File: src/rtl/alu_pkg.sv
// Shared definitions for the ALU issue front-end: opcode encodings and the
// issue FSM state type.
package alu_pkg;

  localparam logic [2:0] OP_ADD = 3'b000;
  localparam logic [2:0] OP_SUB = 3'b001;
  localparam logic [2:0] OP_2   = 3'b010;
  localparam logic [2:0] OP_3   = 3'b011;
  localparam logic [2:0] OP_4   = 3'b100;
  localparam logic [2:0] OP_MAX = 3'b100;

  typedef enum logic [1:0] {
    IDLE,
    EXEC,
    DONE
  } state_t;

endpackage

File: src/rtl/alu_issue_alu.sv
// Combinational ALU datapath: add, subtract, and, or, xor.
// Overflow reports signed two's-complement overflow for add/sub only.
module ALU
  import alu_pkg::*;
#(
  parameter int N = 32
) (
  input  logic [N-1:0] a,
  input  logic [N-1:0] b,
  input  logic [2:0]   op,
  output logic [N-1:0] c,
  output logic         ov
);

  // Select the operation result and derive signed overflow from the sign bits.
  always_comb begin
    c  = '0;
    ov = 1'b0;
    case (op)
      OP_ADD: begin
        c  = a + b;
        ov = (a[N-1] == b[N-1]) && (c[N-1] != a[N-1]);
      end
      OP_SUB: begin
        c  = a - b;
        ov = (a[N-1] != b[N-1]) && (c[N-1] != a[N-1]);
      end
      OP_2:    c = a & b;
      OP_3:    c = a | b;
      OP_4:    c = a ^ b;
      default: c = '0;
    endcase
  end

endmodule

File: src/rtl/alu_issue.sv
// Sequential issue front-end for the ALU: one operation in flight, request
// and response valid/ready handshakes, completed-operation counter.
// Optional feature macro: ALU_ISSUE_STICKY_OV_EN adds a sticky overflow flag.
module alu_issue
  import alu_pkg::*;
#(
  parameter int N     = 32,
  parameter int TAG_W = 4,
  parameter int CNT_W = 16
) (
  input  logic             clk,
  input  logic             rst_n,
  input  logic             flush,
  input  logic             req_valid,
  output logic             req_ready,
  input  logic [N-1:0]     req_a,
  input  logic [N-1:0]     req_b,
  input  logic [2:0]       req_op,
  input  logic [TAG_W-1:0] req_tag,
  output logic             rsp_valid,
  input  logic             rsp_ready,
  output logic [N-1:0]     rsp_c,
  output logic             rsp_ov,
  output logic             rsp_err,
  output logic [TAG_W-1:0] rsp_tag,
  output logic [CNT_W-1:0] op_count,
  output logic             ov_sticky
);

  state_t           state;
  logic [N-1:0]     a_q;
  logic [N-1:0]     b_q;
  logic [2:0]       op_q;
  logic [TAG_W-1:0] tag_q;
  logic [N-1:0]     alu_c;
  logic             alu_ov;
  logic             rsp_fire;

  localparam logic [CNT_W-1:0] CNT_ONE = {{(CNT_W-1){1'b0}}, 1'b1};

  ALU #(.N(N)) u_alu (
    .a  (a_q),
    .b  (b_q),
    .op (op_q),
    .c  (alu_c),
    .ov (alu_ov)
  );

  // Ready depends only on state and flush; held low while reset is asserted.
  assign req_ready = rst_n && (state == IDLE) && !flush;
  assign rsp_valid = (state == DONE);
  assign rsp_fire  = (state == DONE) && rsp_ready && !flush;

  // Issue FSM: capture request, evaluate once, hold response until consumed.
  always_ff @(posedge clk or negedge rst_n) begin
    if (!rst_n) begin
      state    <= IDLE;
      a_q      <= '0;
      b_q      <= '0;
      op_q     <= OP_ADD;
      tag_q    <= '0;
      rsp_c    <= '0;
      rsp_ov   <= 1'b0;
      rsp_err  <= 1'b0;
      rsp_tag  <= '0;
      op_count <= '0;
    end else if (flush) begin
      state <= IDLE;
    end else begin
      case (state)
        IDLE: begin
          if (req_valid) begin
            a_q   <= req_a;
            b_q   <= req_b;
            op_q  <= req_op;
            tag_q <= req_tag;
            state <= EXEC;
          end
        end
        EXEC: begin
          if (op_q > OP_MAX) begin
            rsp_c   <= '0;
            rsp_ov  <= 1'b0;
            rsp_err <= 1'b1;
          end else begin
            rsp_c   <= alu_c;
            rsp_ov  <= alu_ov;
            rsp_err <= 1'b0;
          end
          rsp_tag <= tag_q;
          state   <= DONE;
        end
        DONE: begin
          if (rsp_ready) begin
            op_count <= op_count + CNT_ONE;
            state    <= IDLE;
          end
        end
        default: state <= IDLE;
      endcase
    end
  end

`ifdef ALU_ISSUE_STICKY_OV_EN
  // Sticky overflow: set by any consumed overflowing response, cleared by flush.
  always_ff @(posedge clk or negedge rst_n) begin
    if (!rst_n) begin
      ov_sticky <= 1'b0;
    end else if (flush) begin
      ov_sticky <= 1'b0;
    end else if (rsp_fire && rsp_ov) begin
      ov_sticky <= 1'b1;
    end
  end
`else
  assign ov_sticky = 1'b0;
`endif

endmodule
File: config.mk
export PLATFORM = sky130hd
export DESIGN_NAME = alu_issue
export DESIGN_NICKNAME = d
export VERILOG_FILES = /design/src/rtl/alu_pkg.sv /design/src/rtl/alu_issue_alu.sv /design/src/rtl/alu_issue.sv
export SDC_FILE = /design/constraint.sdc
export NUM_CORES = 1
export LEC_CHECK = 0
export ABC_AREA = 1
export BUFFER_PORTS_ARGS = -buffer_cell sky130_fd_sc_hd__clkbuf_2
export CORE_MARGIN = 8
export CORE_UTILIZATION = 31
export CTS_CLUSTER_DIAMETER = 80
export DETAILED_ROUTE_END_ITERATION = 12
export SETUP_SLACK_MARGIN = 0.4
export SLEW_MARGIN = 10
export SYNTH_ARGS = -nofsm -noshare
export SYNTH_HDL_FRONTEND = slang
export SYNTH_SLANG_ARGS = --single-unit
File: constraint.sdc
create_clock -name clk -period 2.4 [get_ports clk]
set_clock_uncertainty 0.05 [all_clocks]
set_input_delay 0.36 -clock clk [delete_from_list [all_inputs] [get_ports clk]]
set_output_delay 0.36 -clock clk [all_outputs]
set_load 0.01 [all_outputs]
==> metrics.csv, run 1 <==
stage,metric,value,unit
detailed_routing,drt_iter0_markers,547,
global_routing,grtUsageMet3,3.53,%
finish,utilization,48.8,%
global_routing,grt-busiest-layer,met2,
finish,multi_input_area,0.00865,mm²
global_routing,grt_overflow,0,
global_routing,use_met2,35.1,%
floorplan,rows,69,
global_routing,antenna_found_initial,0,
timing,finalSetupViolCount,0,
finish,drive_gt1_share,44.1,%
finish,mostFrequentLayoutCells,"nand2_1 (438), buf_4 (241), inv_1 (215)",
placed_design,dp_hpwl,34100,µm
synthesis,synth.avg_cell_area,6.36,µm²
clock_tree,cts_num_sinks,127,
synthesis,yosysWarnings,0,
finish,areaGrowthSynthToFinish,55.2,%
finish,final_nets,2314,
setup_path,cp_slowest_stage_delay,380,ps
power_and_ir_drop,p_leak,0.00916,µW
setup_path,critPathCaptureType,flop,
detailed_routing,vias,12400,
timing,period_needed,2260,ps
floorplan,die-area,0.0423,mm²
clock_tree,cts_tree,built,
status,outcome,"finished, final reports clean",
setup_path,cp-start-kind,flop,
timing,worst_pin_slew,916,ps
detailed_routing,ant_nets,0,
clock_tree,cts_root_buf,clkbuf_16,
detailed_routing,wirelength,44300,µm
detailed_routing,dr.pass1.iters,5,
finish,regArea,0.00318,mm²
setup_path,cp.required,2690,ps
global_routing,met1_usage,25.7,%
floorplan,dieHeight,206,µm
detailed_routing,wl_per_cell,17.0,µm
floorplan,die_x,206,µm
global_routing,grt_pass1_vias,12500,
finish,antenna_cells,0,
timing,slew_headroom,38.9,%
power_and_ir_drop,p_per_area,950,mW/mm²
global_routing,grtUsageTotal,20.5,%
timing,final_hold_viol_count,0,
synthesis,syn_nets,1933,
finish,fillers,3523,
synthesis,synthArstFlopShare,100,%
setup_path,crit_chain,inv_2 -> ha_4 -> inv_2 -> buf_6 -> a21oi_2 -> nand2_2 -> nand3_2 -> nand3b_1 -> nand2_1 -> nand3_1 -> nand3_2 -> nand3_2 -> nand2_1 -> nand2_1,
setup_path,cp_max_fo,5,
timing,clock.fmax,443,MHz
hold_path,hp-class,primary input to flop,
timing,rsz0062_at_grt,true,
global_routing,grt_pass1_wl,67600,µm
synthesis,ys.flop_type,dfrtp_1,
synthesis,syn_inst,1751,
clock_tree,clkTransAtPathRegs,70,ps
timing,setup_slack,143,ps
timing,maxSlewViolCount,0,
clock_tree,clock_latency,440,ps
timing,finalCritPeriodShare,94.0,%
floorplan,coreArea,0.0355,mm²
run,drv_cap,0,
synthesis,syn-cell-area,0.0111,mm²
placed_design,preCtsSetupSlack,-281,ps
synthesis,yosysSeqAreaShare,28.5,%
setup_path,arrival,2540,ps
power_and_ir_drop,power,16400,µW
clock_tree,htree_levels,4,
setup_path,slowest_stage,dfrtp_1,
detailed_routing,via_per_inst,4.78,
placed_design,gp_congestion,0.971,
synthesis,synth_seq_cells,127,
power_and_ir_drop,ir_drop,0.658,mV
finish,final_cell_area,0.0173,mm²
setup_path,path_class,flop to flop,
synthesis,synth-edff-count,0,
floorplan,io_pins,133,
floorplan,initial_core_util,31.4,%
finish,final_common_cell,nand2_1,
synthesis,ys_types,43,
global_routing,grt_max_degree,71,
placed_design,placed_area,0.0137,mm²
placed_design,port_buffers,131,
clock_tree,cts_buffer_depth,2,
clock_tree,cts_buffers,17,
detailed_routing,drcViolationCount,0,
-- where the power goes --
group / internal [µW] / leakage [µW] / switching (µW) / total, µW
logic: 4450 / 0.00726 / 6120 / 10600
clock network: 1770 / 0.000300 / 1080 / 2850
registers: 2660 / 0.00159 / 340 / 3000
-- path summary, 6_finish.rpt --
check                              from            to  slack [ps]  depth (start not counted)
max in group asynchronous         rst_n       a_q[28]         950                          3
hold reg to reg            op_count[15]  op_count[15]         420                          1
setup / recovery                 a_q[2]     rsp_c[19]         140                         14
hold / removal               req_tag[3]      tag_q[3]          70                          3
setup reg to reg                 a_q[2]     rsp_c[19]         140                         14
min in group asynchronous         rst_n     rsp_c[12]         470                          3
-- synth_stat cells, types with 13 or more instances --
cell type | count | area, µm²
o22ai_1 | 29 | 181
clkbuf_1 | 16 | 60.1
dfrtp_1 | 127 | 3180
buf_2 | 30 | 150
ha_1 | 104 | 1300
nand2_1 | 599 | 2250
o21ai_0 | 115 | 576
xor2_1 | 13 | 114
nand3_1 | 125 | 626
inv_1 | 311 | 1170
nor2_1 | 103 | 387
a21oi_1 | 79 | 395
-- cell type report --
class / instances / share of cell area [%]
Multi-Input combinational cell: 1250 / 50.0
Sequential cell: 127 / 18.4
Timing Repair Buffer: 422 / 17.8
Inverter: 314 / 6.89
Tap cell: 461 / 3.33
Clock buffer: 19 / 2.56
Clock inverter: 13 / 1.08
-- per-stage QoR --
step           hold slack (ps)  std cells  TNS [ps]
4_1_cts                   55.0       2569         0
5_1_grt                   69.4       2606         0
3_3_place_gp               376       2487     -1340
3_5_place_dp               385       2487     -1710
2_1_floorplan             14.4       1751         0
6_report                  71.4       2606         0
-- layer usage --
layer | vias up | wire length [µm] | part of all wire [%]
li1 | 6211 | - | -
met2 | 264 | 21500 | 49
met5 | - | 0 | 0
met4 | 0 | 1280 | 2.9
met3 | 66 | 1790 | 4.0
met1 | 5904 | 19700 | 45
-- sequential cells by signal (all words and copies together), names as in the netlist --
name      count
rsp_c        32
a_q          32
state         2
rsp_ov        1
rsp_err       1
op_q          3
b_q          32
tag_q         4
op_count     16
rsp_tag       4
-- logic make-up (layout without fill, tap and decap cells) --
group | after synthesis | in the layout | synth area share (%)
buffers and inverters | 374 | 768 | 13.5
other | 1 | 1 | 0.0336
muxes | 1 | 1 | 0.101
and+or+nand+nor | 879 | 879 | 32.5
DFF | 127 | 127 | 28.5
AOI/OAI and AO/OA | 244 | 244 | 11.8
adders and majority gates | 106 | 106 | 12.0
xor gates and xnor gates | 19 | 19 | 1.49
-- critical path: cells and delay by family, from the launching register on --
kind / cells / cell delay (ps)
buffers and inverters: 3 / 260
flip-flops: 1 / 380
AND/OR/NAND/NOR: 9 / 1000
adder cells (fa/ha/maj): 1 / 320
AO/OA/AOI/OAI: 1 / 150
-- repair_timing --
item | in CTS | in global routing
endpoints found under the hold margin | 57 | 0
pin swaps | 126 | 142
endpoints found under the setup margin | 30 | 31
resized for setup | 439 | 249
hold buffers | 1 | 0
setup buffers | 49 | 37
Note: power is estimated with default switching activity, not from simulation.
==> run 2: changes to the inputs <==
Settings changed: CAP_MARGIN set to 20, CORE_UTILIZATION 31 to 40.
==> run 2 against run 1 <==
  * Routed wire length decreased by 4.1%
  * Total power decreased by 6.8%
  * Hold slack worse by 17 ps
  * Non-clock buffer count fell by 29
  * Utilization up 9.9 points
  * Final cell count is 4.3% lower
  * Register-to-register slack about the same
  * Critical path type unchanged
  * Cell area fell by 6.3%
  * Combinational power is 7% lower
  * Maximum frequency down 0.19%
==> metrics.csv, run 2 (synthesis results as in run 1) <==
stage,metric,value,unit
floorplan,die_x,183,µm
timing,whs,54.8,ps
clock_tree,cts_num_sinks,127,
detailed_routing,wirelength,42500,µm
finish,top_regs,"a_q: 32 flops, b_q: 32 flops, rsp_c: 32 flops",
timing,setup-tns-final,0,ps
global_routing,grt_pass1_wl,65900,µm
clock_tree,cts_buffer_depth,2,
power_and_ir_drop,p_per_area,944,mW/mm²
timing,rsz0062_at_grt,true,
detailed_routing,wl_per_cell,17.0,µm
finish,final_cell_area,0.0162,mm²
timing,worst_pin_slew,906,ps
placed_design,placed_area,0.0135,mm²
timing,maxSlewViolCount,0,
clock_tree,cts_buffers,17,
detailed_routing,vias,12500,
detailed_routing,dr.pass1.iters,5,
clock_tree,cts_root_buf,clkbuf_16,
timing,clock.fmax,442,MHz
timing,period_needed,2260,ps
setup_path,critPathCaptureType,flop,
power_and_ir_drop,p_leak,0.00873,µW
clock_tree,clkTransAtPathRegs,70,ps
setup_path,path_class,flop to flop,
placed_design,dp_hpwl,32500,µm
timing,slew_headroom,39.6,%
timing,finalSetupViolCount,0,
timing,finalCritPeriodShare,94.2,%
setup_path,cp-start-kind,flop,
finish,drive_gt1_share,37.8,%
placed_design,port_buffers,131,
global_routing,grt_max_degree,70,
detailed_routing,drt_iter0_markers,829,
detailed_routing,ant_nets,0,
hold_path,hp-class,primary input to flop,
detailed_routing,drcViolationCount,0,
global_routing,grt_pass1_vias,12400,
finish,final_nets,2286,
run,drv_cap,0,
setup_path,arrival,2550,ps
status,outcome,"finished, final reports clean",
floorplan,die-area,0.0335,mm²
finish,areaGrowthSynthToFinish,45.4,%
clock_tree,clock_latency,460,ps
floorplan,io_pins,133,
power_and_ir_drop,ir_drop,0.565,mV
global_routing,grt_overflow,0,
detailed_routing,via_per_inst,5.00,
floorplan,dieHeight,183,µm
clock_tree,cts_tree,built,
finish,utilization,58.7,%
finish,final_common_cell,nand2_1,
placed_design,gp_congestion,0.964,
floorplan,rows,61,
global_routing,grtUsageTotal,25.2,%
clock_tree,htree_levels,4,
timing,setup_slack,139,ps
setup_path,cp_max_fo,4,
timing,final_hold_viol_count,0,
placed_design,preCtsSetupSlack,-132,ps
global_routing,antenna_found_initial,0,
floorplan,initial_core_util,40.3,%
setup_path,cp.required,2690,ps
finish,mostFrequentLayoutCells,"nand2_1 (486), inv_1 (244), buf_4 (234)",
floorplan,coreArea,0.0276,mm²
finish,antenna_cells,0,
==> run 2: changes by cell type in the layout (fill, tap and decap cells not counted), moves of 7 or more <==
| cell | before | now |
|---|---|---|
| buf_4 | 241 | 234 |
| buf_6 | 45 | 21 |
| inv_1 | 215 | 244 |
| inv_2 | 93 | 66 |
| nand2_1 | 438 | 486 |
| nand2_2 | 112 | 88 |
| nand2_4 | 49 | 28 |
| nand3_1 | 70 | 95 |
| nand3_2 | 45 | 24 |
| nor2_1 | 43 | 52 |
| nor2_4 | 41 | 27 |
| o21ai_2 | 12 | 5 |
==> run 2: layout make-up <==
type	instances	area [µm²]
timing repair buffer	393	2750
inverter	314	1190
timing repair inverter	1	7.51
multi-input combinational	1250	8070
fill	2773	11400
sequential	127	3180
clock buffer	19	453
tap	378	473
clock inverter	12	88.8
==> run 2: final timing paths <==
check                                   from      endpoint  slack, ps  cells after the start
worst max register to register        a_q[0]      rsp_c[4]        140                     12
worst max-delay path                  a_q[0]      rsp_c[4]        140                     12
worst min register to register  op_count[15]  op_count[15]        420                      1
worst min-delay path               req_b[15]       b_q[15]         50                      3
max in group asynchronous              rst_n        b_q[0]        950                      3
min in group asynchronous              rst_n     rsp_c[18]        450                      3
==> run 2: metrics by stage <==
stage                     power [µW]  instances
after floorplan                 7140       1751
after global placement         10500       2403
after detailed placement       10500       2403
after CTS                      14500       2464
after global routing           16400       2494
final                          15300       2494
==> run 2: repair_timing <==
item	in CTS	in global routing
hold buffers	1	0
resized for setup	334	163
endpoints found under the setup margin	30	31
endpoints found under the hold margin	58	0
buffers inserted	29	29
pin swaps	58	86
gates cloned	0	1
==> run 2: worst max-delay path, cell delays in order (launching register included) <==
cell and delay, ps:
dfrtp_1 420, inv_2 100, ha_4 130, inv_2 40, fa_2 380, nand2_2 110, nand3_4 140, buf_4 180
buf_6 110, a221oi_4 290, o21ai_1 80, nand2_1 70, nand2_1 60
==> run 2: routing by layer <==
metal  up-vias  part of all wire [%]  GRT usage, %
li1       6145                     -             -
met4         0                   2.8          7.71
met2       352                    49          44.5
met1      5880                    43          31.0
met3        86                   4.8          4.16
met5         -                     0             0
==> run 2: power breakdown <==
group | leakage [µW] | total [µW] | internal (µW) | switching [µW]
combinational | 0.00689 | 9840 | 4150 | 5690
clock | 0.000246 | 2460 | 1370 | 1090
sequential | 0.00159 | 3010 | 2660 | 348
